$ cat src/rtl/pump_scheduler.sv
// Filter pump scheduler: soft-start ramping, restart holdoff, PWM clamping and a shared
// duty budget with pump A priority. Define PUMP_WDOG_EN to add the on-time watchdog and fault port.

module pump_channel #(
    parameter logic [7:0] RAMP_STEP      = 8'd4,
    parameter int         MIN_OFF_CYCLES = 50_000_000,
    parameter logic [7:0] PWM_MIN        = 8'd77
`ifdef PUMP_WDOG_EN
    , parameter logic [31:0] WDOG_CYCLES = 32'd2_500_000_000
`endif
) (
    input  logic       clk,
    input  logic       reset,
    input  logic       tick,
    input  logic [7:0] target,
    input  logic       cut,
    input  logic [7:0] duty,
    output logic [7:0] duty_next,
    output logic       running
`ifdef PUMP_WDOG_EN
    , output logic     trip
`endif
);

    localparam int HOLD_W = (MIN_OFF_CYCLES > 1) ? $clog2(MIN_OFF_CYCLES) : 1;
    localparam logic [HOLD_W-1:0] HOLD_LAST = HOLD_W'(MIN_OFF_CYCLES - 1);

    typedef enum logic [1:0] {OFF, RAMP, RUN, HOLDOFF} state_t;

    state_t            state, state_next;
    logic [HOLD_W-1:0] hold_cnt, hold_cnt_next;

    function automatic logic [7:0] step_toward(input logic [7:0] cur, input logic [7:0] tgt);
        logic [7:0] diff;
        if (tgt > cur) begin
            diff = tgt - cur;
            step_toward = cur + ((diff > RAMP_STEP) ? RAMP_STEP : diff);
        end else begin
            diff = cur - tgt;
            step_toward = cur - ((diff > RAMP_STEP) ? RAMP_STEP : diff);
        end
    endfunction

    always_ff @(posedge clk or negedge reset) begin
        if (!reset) begin
            state    <= OFF;
            hold_cnt <= '0;
        end else begin
            state    <= state_next;
            hold_cnt <= hold_cnt_next;
        end
    end

    // A budget cut (cut=1 with duty above target) bypasses the ramp so the sum limit holds every cycle.
    always_comb begin
        state_next    = state;
        duty_next     = duty;
        hold_cnt_next = '0;
        case (state)
            OFF: begin
                duty_next = 8'd0;
                if (target != 8'd0) begin
                    state_next = RAMP;
                    duty_next  = PWM_MIN;
                end
            end
            RAMP: begin
                if (target == 8'd0) begin
                    state_next = HOLDOFF;
                    duty_next  = 8'd0;
                end else if (cut && (duty > target)) begin
                    state_next = RUN;
                    duty_next  = target;
                end else if (duty == target) begin
                    state_next = RUN;
                end else if (tick) begin
                    duty_next = step_toward(duty, target);
                    if (duty_next == target)
                        state_next = RUN;
                end
            end
            RUN: begin
                if (target == 8'd0) begin
                    state_next = HOLDOFF;
                    duty_next  = 8'd0;
                end else if (cut && (duty > target)) begin
                    duty_next = target;
                end else if (target != duty) begin
                    state_next = RAMP;
                end
            end
            HOLDOFF: begin
                duty_next = 8'd0;
                if (hold_cnt == HOLD_LAST)
                    state_next = OFF;
                else
                    hold_cnt_next = hold_cnt + HOLD_W'(1);
            end
            default: begin
                state_next = OFF;
                duty_next  = 8'd0;
            end
        endcase
`ifdef PUMP_WDOG_EN
        if (trip) begin
            state_next    = HOLDOFF;
            duty_next     = 8'd0;
            hold_cnt_next = '0;
        end
`endif
    end

    assign running = (state == RUN);

`ifdef PUMP_WDOG_EN
    logic [31:0] on_cnt;
    logic        active_next;

    assign trip        = ((state == RAMP) || (state == RUN)) && (on_cnt == WDOG_CYCLES - 32'd1);
    assign active_next = (state_next == RAMP) || (state_next == RUN);

    always_ff @(posedge clk or negedge reset) begin
        if (!reset)
            on_cnt <= 32'd0;
        else
            on_cnt <= active_next ? on_cnt + 32'd1 : 32'd0;
    end
`endif

endmodule

module pump_scheduler #(
    parameter int         RAMP_DIV       = 500_000,
    parameter logic [7:0] RAMP_STEP      = 8'd4,
    parameter int         MIN_OFF_CYCLES = 50_000_000,
    parameter logic [7:0] PWM_MIN        = 8'd77,
    parameter logic [7:0] PWM_MAX        = 8'd230,
    parameter logic [8:0] BUDGET         = 9'd400
`ifdef PUMP_WDOG_EN
    , parameter logic [31:0] WDOG_CYCLES = 32'd2_500_000_000
`endif
) (
    input  logic       clk,
    input  logic       reset,
    input  logic       enable,
    input  logic [7:0] req_duty_a,
    input  logic [7:0] req_duty_b,
    output logic [7:0] duty_a,
    output logic [7:0] duty_b,
    output logic       running_a,
    output logic       running_b,
    output logic       clipped_b
`ifdef PUMP_WDOG_EN
    , output logic     fault
`endif
);

    localparam int DIV_W = (RAMP_DIV > 1) ? $clog2(RAMP_DIV) : 1;
    localparam logic [DIV_W-1:0] DIV_LAST = DIV_W'(RAMP_DIV - 1);

    logic [DIV_W-1:0] div_cnt;
    logic             tick;
    logic             permit;
    logic [7:0]       target_a, target_b_raw, target_b;
    logic [7:0]       duty_a_next, duty_b_next;
    logic [9:0]       headroom;
    logic             over_budget;

    function automatic logic [7:0] clamp_target(input logic [7:0] req, input logic ok);
        if (!ok || (req == 8'd0))
            return 8'd0;
        else if (req < PWM_MIN)
            return PWM_MIN;
        else if (req > PWM_MAX)
            return PWM_MAX;
        else
            return req;
    endfunction

    assign tick = (div_cnt == DIV_LAST);

`ifdef PUMP_WDOG_EN
    logic fault_q, trip_a, trip_b;
    assign fault  = fault_q;
    assign permit = enable && !fault_q;
`else
    assign permit = enable;
`endif

    assign target_a     = clamp_target(req_duty_a, permit);
    assign target_b_raw = clamp_target(req_duty_b, permit);

    // B only gets what A leaves over after A's own step this cycle; scraps below PWM_MIN mean off.
    always_comb begin
        headroom = ({1'b0, BUDGET} > {2'b00, duty_a_next}) ?
                   ({1'b0, BUDGET} - {2'b00, duty_a_next}) : 10'd0;
        over_budget = (target_b_raw != 8'd0) && ({2'b00, target_b_raw} > headroom);
        target_b    = target_b_raw;
        if (over_budget)
            target_b = (headroom < {2'b00, PWM_MIN}) ? 8'd0 : headroom[7:0];
    end

    pump_channel #(
        .RAMP_STEP      (RAMP_STEP),
        .MIN_OFF_CYCLES (MIN_OFF_CYCLES),
        .PWM_MIN        (PWM_MIN)
`ifdef PUMP_WDOG_EN
        , .WDOG_CYCLES  (WDOG_CYCLES)
`endif
    ) u_pump_a (
        .clk       (clk),
        .reset     (reset),
        .tick      (tick),
        .target    (target_a),
        .cut       (1'b0),
        .duty      (duty_a),
        .duty_next (duty_a_next),
        .running   (running_a)
`ifdef PUMP_WDOG_EN
        , .trip    (trip_a)
`endif
    );

    pump_channel #(
        .RAMP_STEP      (RAMP_STEP),
        .MIN_OFF_CYCLES (MIN_OFF_CYCLES),
        .PWM_MIN        (PWM_MIN)
`ifdef PUMP_WDOG_EN
        , .WDOG_CYCLES  (WDOG_CYCLES)
`endif
    ) u_pump_b (
        .clk       (clk),
        .reset     (reset),
        .tick      (tick),
        .target    (target_b),
        .cut       (over_budget),
        .duty      (duty_b),
        .duty_next (duty_b_next),
        .running   (running_b)
`ifdef PUMP_WDOG_EN
        , .trip    (trip_b)
`endif
    );

    always_ff @(posedge clk or negedge reset) begin
        if (!reset) begin
            div_cnt   <= '0;
            duty_a    <= 8'd0;
            duty_b    <= 8'd0;
            clipped_b <= 1'b0;
        end else begin
            div_cnt   <= tick ? '0 : div_cnt + DIV_W'(1);
            duty_a    <= duty_a_next;
            duty_b    <= duty_b_next;
            clipped_b <= over_budget;
        end
    end

`ifdef PUMP_WDOG_EN
    always_ff @(posedge clk or negedge reset) begin
        if (!reset)
            fault_q <= 1'b0;
        else if (trip_a || trip_b)
            fault_q <= 1'b1;
    end
`endif

endmodule

$ cat config.mk
export PLATFORM = sky130hd
export DESIGN_NAME = pump_scheduler
export DESIGN_NICKNAME = d
export VERILOG_FILES = /design/src/rtl/pump_scheduler.sv
export SDC_FILE = /design/constraint.sdc
export NUM_CORES = 1
export LEC_CHECK = 0
export BUFFER_PORTS_ARGS = -buffer_cell sky130_fd_sc_hd__buf_2
export CELL_PAD_IN_SITES_DETAIL_PLACEMENT = 2
export CELL_PAD_IN_SITES_GLOBAL_PLACEMENT = 2
export CORE_UTILIZATION = 39
export CTS_CLUSTER_SIZE = 14
export DETAILED_ROUTE_END_ITERATION = 8
export PLACE_DENSITY_LB_ADDON = 0.1
export SYNTH_ARGS = -nofsm -noshare
export SYNTH_HDL_FRONTEND = slang
export SYNTH_SLANG_ARGS = --single-unit
export TNS_END_PERCENT = 5
$ cat constraint.sdc
create_clock -name clk -period 16.1 [get_ports clk]
set_input_delay 1.61 -clock clk [delete_from_list [all_inputs] [get_ports clk]]
set_output_delay 1.61 -clock clk [all_outputs]
set_load 0.05 [all_outputs]
# After elaboration in Yosys (flattened, before gate mapping)
# Cells that the tools add are included.
# W data, S select, Z words.
# word_totals
word_cells	141
inputBits	19
ff_bits	92
output_inout_bits	19
# classes
reduce_logical	17
order_cmp	13
add_sub_neg	12
n_eq_ne	29
mux	62
# op_table
operator	n
$mux W8	33
$mux W26	4
$pmux W8 S4	2
$add A26 B1 Y26 const B	2
$eq A26 B26 Y1 const B	2
$sub A8 B8 Y8	6
$mux W2	18
$eq A8 B8 Y1	4
$gt A8 B3 Y1 const B	4
$logic_not A8 Y1	4
$gt A8 B8 Y1	3
$reduce_bool A8 Y1	3
$add A19 B1 Y19 const B	1
$eq A19 B19 Y1 const B	1
$mux W19	1
$add A8 B8 Y8	2
$gt A8 B8 Y1 const B	2
$lt A8 B7 Y1 const B	2
$ne A8 B8 Y1	2
$pmux W2 S4	2
$mux W7	2
$gt A8 B10 Y1	1
$lt A10 B7 Y1 const B	1
$sub A9 B8 Y10 const A	1
other kinds (17)	30

# Longest topological paths before layout
# Gate-level depths: netlist of the first run.
# logic_depth
depth_word	38
mapped_depth	64
depth_no_buf	62

# Modules after synthesis
# Synthesis of the first run repeated with hierarchy kept, for this count alone.
# unflattened
cells_unflattened	936
hier_area_um2	7832.5
# by_module_without_submodules
mod	area_per_inst_um2	instances	seq_area_each_um2	cells_each
pump_channel at u_pump_b	2932.8	1	700.7	366
pump_channel at u_pump_a	2890.3	1	700.7	361
pump_scheduler	2009.4	1	900.9	209

# Least setup slack after synthesis of the first run
# No wires, ideal clock.
# synth_timing
path_kind	in2reg
startpoint	input req_duty_a[4]
endpoint	register u_pump_b.state[0]
arrival_time_ps	13275
required_ps	15981
setup_time_ps	119
path_buffers	2
path_stages	55
slack_ps	2707
cell_sequence	nor4_1 > a21boi_1 > clkbuf_1 > and2_1 > o21ai_0 > inv_1 > fa_1 > nor2b_1 > o32a_1 > o21ai_1 > or4b_4 > nor4b_1 > nand2_1 > ha_1 > a21oi_1 > or2_2 > ha_1 > nor2b_1 > (+19 left out) > a31o_2 > a2111oi_0 > nand2_1 > ha_1 > nand2_1 > o21ai_0 > fa_1 > nor2b_1 > o21ai_0 > a21oi_1 > o21a_1 > nor2_1 > xnor2_1 > xnor2_1 > nand3_1 > a211oi_1 > nand4_1 > o21a_1
# synth_between
elab_chain_cells	34
elab_cells_between_ends	69
classes_between	9 x add/sub; 11 x order compare; 9 x eq/ne; 31 x mux; 9 x reduce/logical
# synth_rtl
element	line_no	rtl
start: declaration	146	input logic [7:0] req_duty_a,
$gt A8 B8 Y1	174	else if (req > PWM_MAX)
$mux W8	174	
$mux W8	172	else if (req < PWM_MIN)
$mux W8 (*)	170	if (!ok || (req == 8'd0))
$sub A8 B8 Y8 (on tied branches)	39, 36	
$gt A8 B3 Y1 (on tied branches)	40, 37	
$mux W8 (on tied branches)	40, 37	
$sub A8 B8 Y8 / $add A8 B8 Y8 (equally long branches)	40, 37	
(+9 left out)	n/a	
named net duty_a_next[7]	165	logic [7:0] duty_a_next, duty_b_next;
(+9 left out)	n/a	
$mux W8	76	end else if (tick) begin
$mux W8	74	end else if (duty == target) begin
$mux W8	71	end else if (cut && (duty > target)) begin
$mux W8	68	if (target == 8'd0) begin
$mux W8	59	case (state)
$eq A8 B8 Y1	78	if (duty_next == target)
$ne A5 B1 Y1 (no source line)	n/a	
$reduce_and A6 Y1 (no source line)	n/a	
end signal: assignment	49	state <= state_next;
end: declaration	30	state_t state, state_next;
# The timed path passes the listed nets; every way through them passes the cells marked *. The select of a mux whose other input is x is not followed.
# A chain may end at the register's enable or synchronous reset.

# Final worst setup path of the first run
# Same ends and word-level chain as after synthesis.

==> metrics list, run 1 <==
* Critical path class: in -> reg
- Setup repair after global routing left no endpoint under its margin.
* Combinational cell fraction of total power: 47.2%
* Sequential cell area fraction in the yosys report: 27.6%
* Min setup slack post-route: 1.17 ns
- Fraction of synthesis flops using an asynchronous set or reset pin: 100%
- The internal portion of the total power is 0.537 mW.
* Clk buf depth: 2
- Number of buffers inserted to repair setup after CTS: 0
* Global-route wire length before repair: 43.2 mm
* Core area: 21,000 um^2
- Run status: completed
* Floorplan die width: 148 um
- Post-placement worst setup slack: 0.333 ns
- Net total in the final layout: 1,111
* Worst VDD drop: 56.3 uV
* DRT Pass-1 Iters: 4
- Most used standard cells in the synthesized netlist: sky130_fd_sc_hd__nor2_1 (110), sky130_fd_sc_hd__dfrtp_1 (92), sky130_fd_sc_hd__nand2_1 (77), sky130_fd_sc_hd__inv_1 (70), sky130_fd_sc_hd__ha_1 (59)
* Global router's overall resource usage: 24.7%
- Most common cell on crit path: sky130_fd_sc_hd__ha_1
- The number of antenna violations at the first check in global routing was 1.
- In this run switching power makes up 43.0% of total power.
- Count of maximum capacitance violations: 0
- TritonCTS clock tree: yes
- When the netlist entered floorplanning its net count stood at 1,090.
- Site row count: 53
* Fin. Hold Viols: 0
- Synthesized instance count: 1,006
* Area of placed instances: 8720 um^2
- The finished layout holds 1,307 standard cells, fillers aside.
- For the final database, setup skew stands at 0.00627 ns.
* I/O pin cnt: 38
* Overall die height: 148 um
* Unique masters post-synth: 96
- For the pin with the worst max-slew slack, the measured transition is 1.15 ns.
- Timing would allow up to 0.0670 GHz.
- Setup TNS: 0 ns
- Number of remaining DRC errors: 0
- Static leakage: 4.08 nW
- The tree is rooted in a sky130_fd_sc_hd__clkbuf_16.
* Total vias in the final route: 7,532
- Required time at the worst-slack endpoint: 16.35 ns
* Setup-violating endpoint count in the final report: 0
- Setup crit end kind: register
- After clock tree synthesis, the clock-pin slew on the worst setup and hold paths is 0.07 ns.
- Once detailed placement completed, the half-perimeter wirelength came to 20.5 mm.
- Total non-filler cell area in the finished layout: 9050 um^2
* Flip-flop and latch count after synthesis: 92
* Number of warnings printed during yosys synthesis: 0
* Final design utilization: 43.0%
* Synth top area share: 27.6%
* Post-synthesis average cell area: 8.30 um^2
- STA classifies the critical path startpoint as a primary input.
* Most numerous cell in the Yosys netlist: sky130_fd_sc_hd__nor2_1
- The slowest stage of the critical path belongs to the cell sky130_fd_sc_hd__or4b_4.
- Total die area: 22,000 um^2
- The final-report max-slew violation count came to 0.
- After synthesis the cells add up to 8350 um^2.
* Number of input and output port buffers inserted: 37
- Gates resized during post-CTS repair numbered 0.
- Among cell families on the critical path, the largest total delay comes from simple AND/OR/NAND/NOR gates.
- Clock latency on the worst-skew pair, taken at its later pin, is 0.36 ns.
- Number of enable flip-flop cells after synthesis: 0
* Drt initial violations: 232
- In the routed layout, each cell is associated on average with a via count of 5.76.
* Hold_buf cts: 0
- Final wirelength: 26.3 mm
* Worst-case headroom to the max-slew limit: 23.0%
- The most used flip-flop cell after synthesis is sky130_fd_sc_hd__dfrtp_1.
- Largest net degree at the start of global routing: 77
- Crit path buffers/inverters: 2
- Overflow left after global routing: 0
- Final critical delay including setup and external delays: 14.93 ns
* Power Dens Cells: 104 nW/um^2
- In this run the register-to-register setup slack is 3.19 ns.
- Dpl cells: 1,291
* Register share of total power: 29.3%
- Switching Power: 0.405 mW
- Buffers inserted during clock tree synthesis total 9.
- Starting density of the core: 39.7%
- Of all nets on the critical path, the largest fanout is 15.
* Data arrival, critical path: 15.18 ns
- Number of global-route vias before repair: 8,084
- After detailed routing, the average wire length per cell comes to 20.1 um.
- Placer Congestion: 0.801
- CTS saw 92 sinks.
- In this run the worst hold path is classified as reg -> reg.
* Area Growth Syn to Fin: 8.39%
* Clock Power Share: 23.6%
- The post-route netlist has 9.80% of its cells at a drive strength greater than 1.
- The H-tree generated during clock tree synthesis spans 3 levels.
- In this design, the stage delay of the slowest critical-path cell is 0.57 ns.
- Period Utilization, post-route: 92.7%
- The synthesized design spends more area on one cell type than any other, namely sky130_fd_sc_hd__dfrtp_1.
- Area contributors post-synth: sky130_fd_sc_hd__dfrtp_1 (28%), sky130_fd_sc_hd__ha_1 (8.8%), sky130_fd_sc_hd__xor2_1 (5.4%)
- The detail route stage leaves a number of antenna-violating nets equal to 0.
[routing by layer]
layer | vias to the layer above | track usage (%) | part of all wire [%]
met1 | 3842 | 33.7 | 49
met4 | 2 | 5.82 | 1.1
met3 | 21 | 2.67 | 2.0
met5 | - | 0 | 0.042
li1 | 3602 | - | -
met2 | 65 | 41.7 | 48
[area by class of cell]
| type | count | area [um^2] |
|---|---|---|
| sequential | 92 | 2300 |
| tap | 275 | 344 |
| clock buffer | 9 | 225 |
| fill | 2433 | 12000 |
| inverter | 73 | 274 |
| clock inverter | 6 | 72.6 |
| timing repair buffer | 41 | 218 |
| multi-input combinational | 810 | 5610 |
| antenna | 1 | 2.50 |
[placed cells by master, fill, tap and decap left out, drive strengths merged, types with 8 or more instances in the layout]
cell type / synthesis / layout
a21boi: 8 / 8
o211ai: 11 / 11
and3: 21 / 21
nand2: 78 / 78
o21ai: 56 / 56
or3: 10 / 10
nor4: 12 / 12
xor2: 51 / 51
inv: 73 / 75
clkbuf: 13 / 9
o21a: 11 / 11
ha: 59 / 59
nor3: 24 / 24
or2: 8 / 8
a21o: 17 / 17
a211oi: 15 / 15
nand3: 51 / 51
mux2i: 9 / 9
nor2b: 16 / 16
buf: 18 / 41
nand4: 19 / 19
nand2b: 12 / 12
and2: 11 / 11
dfrtp: 92 / 92
a21oi: 46 / 46
nor2: 110 / 110
xnor2: 48 / 48
[registers in the layout (all words and copies together), names as in the netlist]
name and count:
u_pump_a.hold_cnt 26, u_pump_b.hold_cnt 26, div_cnt 19, duty_a 8
duty_b 8, u_pump_a.state 2, u_pump_b.state 2, clipped_b 1
[stage by stage]
step	power [mW]	hold slack [ns]
4_1_cts	0.947	0.493
3_5_place_dp	0.718	0.484
5_1_grt	1.01	0.526
2_1_floorplan	0.602	0.455
6_report	0.942	0.486
3_3_place_gp	0.706	0.478
[cell families after synthesis]
family	after synthesis	synth area share [%]
compound gates	225	18.4
xor+xnor	100	10.7
fa+ha+maj	65	10.3
buf+inv	104	5.50
flops	92	27.6
mux	13	1.66
simple gates	407	25.9
[power by group through the flow]
stage	Combinational, mW	Sequential, mW	Clock (mW)
after floorplan	0.324	0.278	0
after global placement	0.426	0.280	0
after detailed placement	0.438	0.280	0
after CTS	0.443	0.276	0.228
after global routing	0.491	0.280	0.235
final	0.444	0.276	0.222
[path summary, 6_finish.rpt]
kind	from	to	cells after the start
max	req_duty_a[4]	u_pump_b.state[0]	53
min	u_pump_b.hold_cnt[0]	u_pump_b.hold_cnt[0]	1
max reg2reg	duty_a[7]	u_pump_b.state[0]	48
min reg2reg	u_pump_b.hold_cnt[0]	u_pump_b.hold_cnt[0]	1
max in group asynchronous	reset	duty_a[2]	2
min in group asynchronous	reset	duty_b[2]	1
Power figures use the tool's default switching activity.
==> inputs of run 2 (changes only) <==
- CORE_ASPECT_RATIO: unset -> 1.1
- CORE_MARGIN: unset -> 3
- REMOVE_ABC_BUFFERS: unset -> 1
==> run 2 against run 1 <==
Compared with the run above:
- count of clock-buffer cells in the layout up 1
- sequential cell count did not move
- via count increased by 0.74%
- clock power is 9.0% higher
- fmax is 0.85% lower
- die area is 5.5% higher
- critical path depth unchanged
- clock skew increased by 0.0056 ns
- cell area rose by 0.64%
- critical endpoint unchanged
- largest cell class unchanged
- highest routed layer is now met4
==> metrics list, run 2 (synthesis results as in run 1) <==
- Run status: completed
* Number of gates resized after cts: 0 (unchanged)
- Total vias in the final route: 7,588 (+0.74%)
- Site row count: 55 (+3.8%)
- TritonCTS clock tree: yes
- The ratio of cells with drive above 1 in the final layout came to 10.0% (+0.23 points).
- Root buf cell: sky130_fd_sc_hd__clkbuf_16
- The transition time of the tightest slew-check pin was 1.07 ns (-0.0747 ns).
* Setup-violating endpoint count in the final report: 0 (unchanged)
- HPWL reported at the end of detailed placement: 21.4 mm (+4.6%)
* Area Growth Syn to Fin: 9.08%
- Slowest CP cell: sky130_fd_sc_hd__a2111oi_1
- The power share of the clock group came to 25.0% (+1.4 points).
- Final setup skew: 0.0119 ns (+0.00559 ns)
- The largest incremental delay on the critical path came to 0.59 ns (+0.02 ns).
- The die area is 23,200 um^2 (+5.5%).
* Total of fill cells in the finished design: 2,408 (-1.0%)
- The area of all placed cells without fillers is 9110 um^2 (+0.64%).
* Global-route wire length before repair: 45.8 mm (+6.0%)
* Number of input and output port buffers inserted: 37 (unchanged)
* Diode count: 0 (-1)
- The overall track demand over capacity in global routing is 24.0% (-0.74 points).
- Net total in the final layout: 1,116 (+0.45%)
* Clock transition at the registers of the reported paths: 0.07 ns (about the same)
* CP startpoint kind: primary input
- The final cycle utilization of the critical path came to 93.5% (+0.80 points).
* Register share of total power: 28.5% (-0.8 points)
- Fin. Hold Viols: 0 (unchanged)
- The maximum VDD drop was 54.6 uV (-3.1%).
* Final wirelength: 27.3 mm (+3.9%)
* Most common library cell in the layout ignoring fill and taps: sky130_fd_sc_hd__nor2_1
* Vias per cell: 5.74 (-0.40%)
- The clock latency on the worst-skew pair came to 0.36 ns (about the same).
- Maximum clock rate: 0.0664 GHz (-0.85%)
- Switching share of power: 42.4% (-0.53 points)
* Min setup slack post-route: 1.05 ns (-0.128 ns)
- Number of remaining DRC errors: 0 (unchanged)
- The post-detailed-route count of antenna-violating nets was 0 (unchanged).
- The maximum clock insertion buffer count came to 2 (unchanged).
- Static leakage: 4.11 nW (+0.79%)
- The largest registers in the layout are u_pump_a.hold_cnt x26, u_pump_b.hold_cnt x26, div_cnt x19.
- The net load switching power came to 0.410 mW (+1.3%).
- The largest net degree at the start of global routing is 57 (-26%).
* Post-DR wirelength/cell: 20.7 um (+2.7%)
- Drt initial violations: 318 (+37%)
- STA classifies the critical path endpoint as a register.
- The sequential cell area in the final layout came to 2300 um^2 (unchanged).
- The total congestion overflow after global routing is 0 (unchanged).
* Most frequent cells in the layout: sky130_fd_sc_hd__nor2_1 (110), sky130_fd_sc_hd__dfrtp_1 (92), sky130_fd_sc_hd__nand2_1 (77)
- Worst-case headroom to the max-slew limit: 28.2% (+5.1 points)
- Final critical delay including setup and external delays: 15.05 ns (+0.128 ns)
- Largest fanout of any net on the critical path: 15 (unchanged)
- Placer Congestion: 0.847 (+5.7%)
* Post-placement worst setup slack: 0.393 ns (+0.0601 ns)
* Overall die height: 159 um (+7.5%)
- Unrepaired setup endpoints after global routing: no
- The required time of the critical path came to 16.35 ns (about the same).
- Area of placed instances: 8770 um^2 (+0.57%)
- CTS H-tree depth: 3 (unchanged)
- The share of total power in combinational logic is 46.5% (-0.7 points).
* DRT Pass-1 Iters: 4 (unchanged)
- The power density of the placed cells came to 106 nW/um^2 (+1.9%).
- Internal: 0.556 mW (+3.5%)
- The horizontal extent of the die is 145 um (-1.9%).
- Dpl cells: 1,306 (+1.2%)
- The final-report max-slew violation count is 0 (unchanged).
- The setup TNS after final layout came to 0 ns (unchanged).
- Num Clock Sinks: 92 (unchanged)
- The number of standard cells in the final layout excluding fillers came to 1,322 (+1.1%).
* Count of maximum capacitance violations: 0 (unchanged)
- The min-delay analysis places its worst path in the category reg -> reg.
- Most common cell on crit path: sky130_fd_sc_hd__ha_1
- Number of clock buffers inserted by TritonCTS: 9 (unchanged)
- The number of hold-repair buffers added at the cts stage came to 0 (unchanged).
- I/O pin cnt: 38 (unchanged)
- Critical path class: in -> reg
- Starting density of the core: 40.2% (+0.46 points)
- Final Hold Slack: 0.491 ns (+0.00456 ns)
- Number of global-route vias before repair: 8,432 (+4.3%)
* Number of buffers inserted to repair setup after CTS: 0 (unchanged)
* Core area: 20,800 um^2 (-1.1%)
- The number of antenna violations at the first check in global routing is 0 (-1).
- Area of combinational cells with multiple inputs: 5590 um^2 (-0.33%)
- Data arrival, critical path: 15.30 ns (+0.12 ns)
[run 2: critical path, delay by kind of cell]
| kind | cells | cell delay, ns |
|---|---|---|
| AO/OA/AOI/OAI | 21 | 4.76 |
| adder cells (fa/ha/maj) | 7 | 2.69 |
| XOR/XNOR | 3 | 0.74 |
| AND/OR/NAND/NOR | 20 | 5.16 |
| buffers and inverters | 2 | 0.31 |
[run 2: path summary, 6_finish.rpt]
check                                     start                     to  slack [ns]  cells after the start
max                               req_duty_a[4]      u_pump_b.state[0]        1.05                     53
min                        u_pump_b.hold_cnt[0]   u_pump_b.hold_cnt[0]        0.49                      1
max reg2reg                           duty_a[7]      u_pump_b.state[0]        2.95                     48
min reg2reg                u_pump_b.hold_cnt[0]   u_pump_b.hold_cnt[0]        0.49                      1
max in group asynchronous                 reset              duty_a[0]       13.71                      2
min in group asynchronous                 reset  u_pump_a.hold_cnt[22]        1.24                      1
[run 2: metal layers]
metal | track usage, % | share of wire, % | vias to the layer above
met3 | 3.05 | 3.0 | 31
li1 | - | - | 3624
met1 | 31.9 | 46 | 3852
met4 | 6.13 | 1.5 | 0
met5 | 0 | 0 | -
met2 | 41.2 | 49 | 81
[run 2: stage by stage]
stage	util [%]	power, mW
6_report	43.8	0.966
5_1_grt	43.8	1.04
4_1_cts	43.8	0.975
3_5_place_dp	42.2	0.723
3_3_place_gp	42.2	0.710
2_1_floorplan	-	0.589
[run 2: layout make-up]
cell class,count,area share [%]
Multi-Input combinational cell,810,61.4
Timing Repair Buffer,46,2.80
Sequential cell,92,25.3
Clock buffer,10,2.51
Inverter,73,3.01
Tap cell,285,3.92
Clock inverter,6,1.07
[run 2: power by group through the flow]
stage / Clock [mW] / Sequential, mW / Combinational, mW
finish: 0.242 / 0.275 / 0.449
global route: 0.256 / 0.279 / 0.501
CTS: 0.250 / 0.275 / 0.450
detailed placement: 0 / 0.279 / 0.443
global placement: 0 / 0.279 / 0.432
floorplan: 0 / 0.281 / 0.308
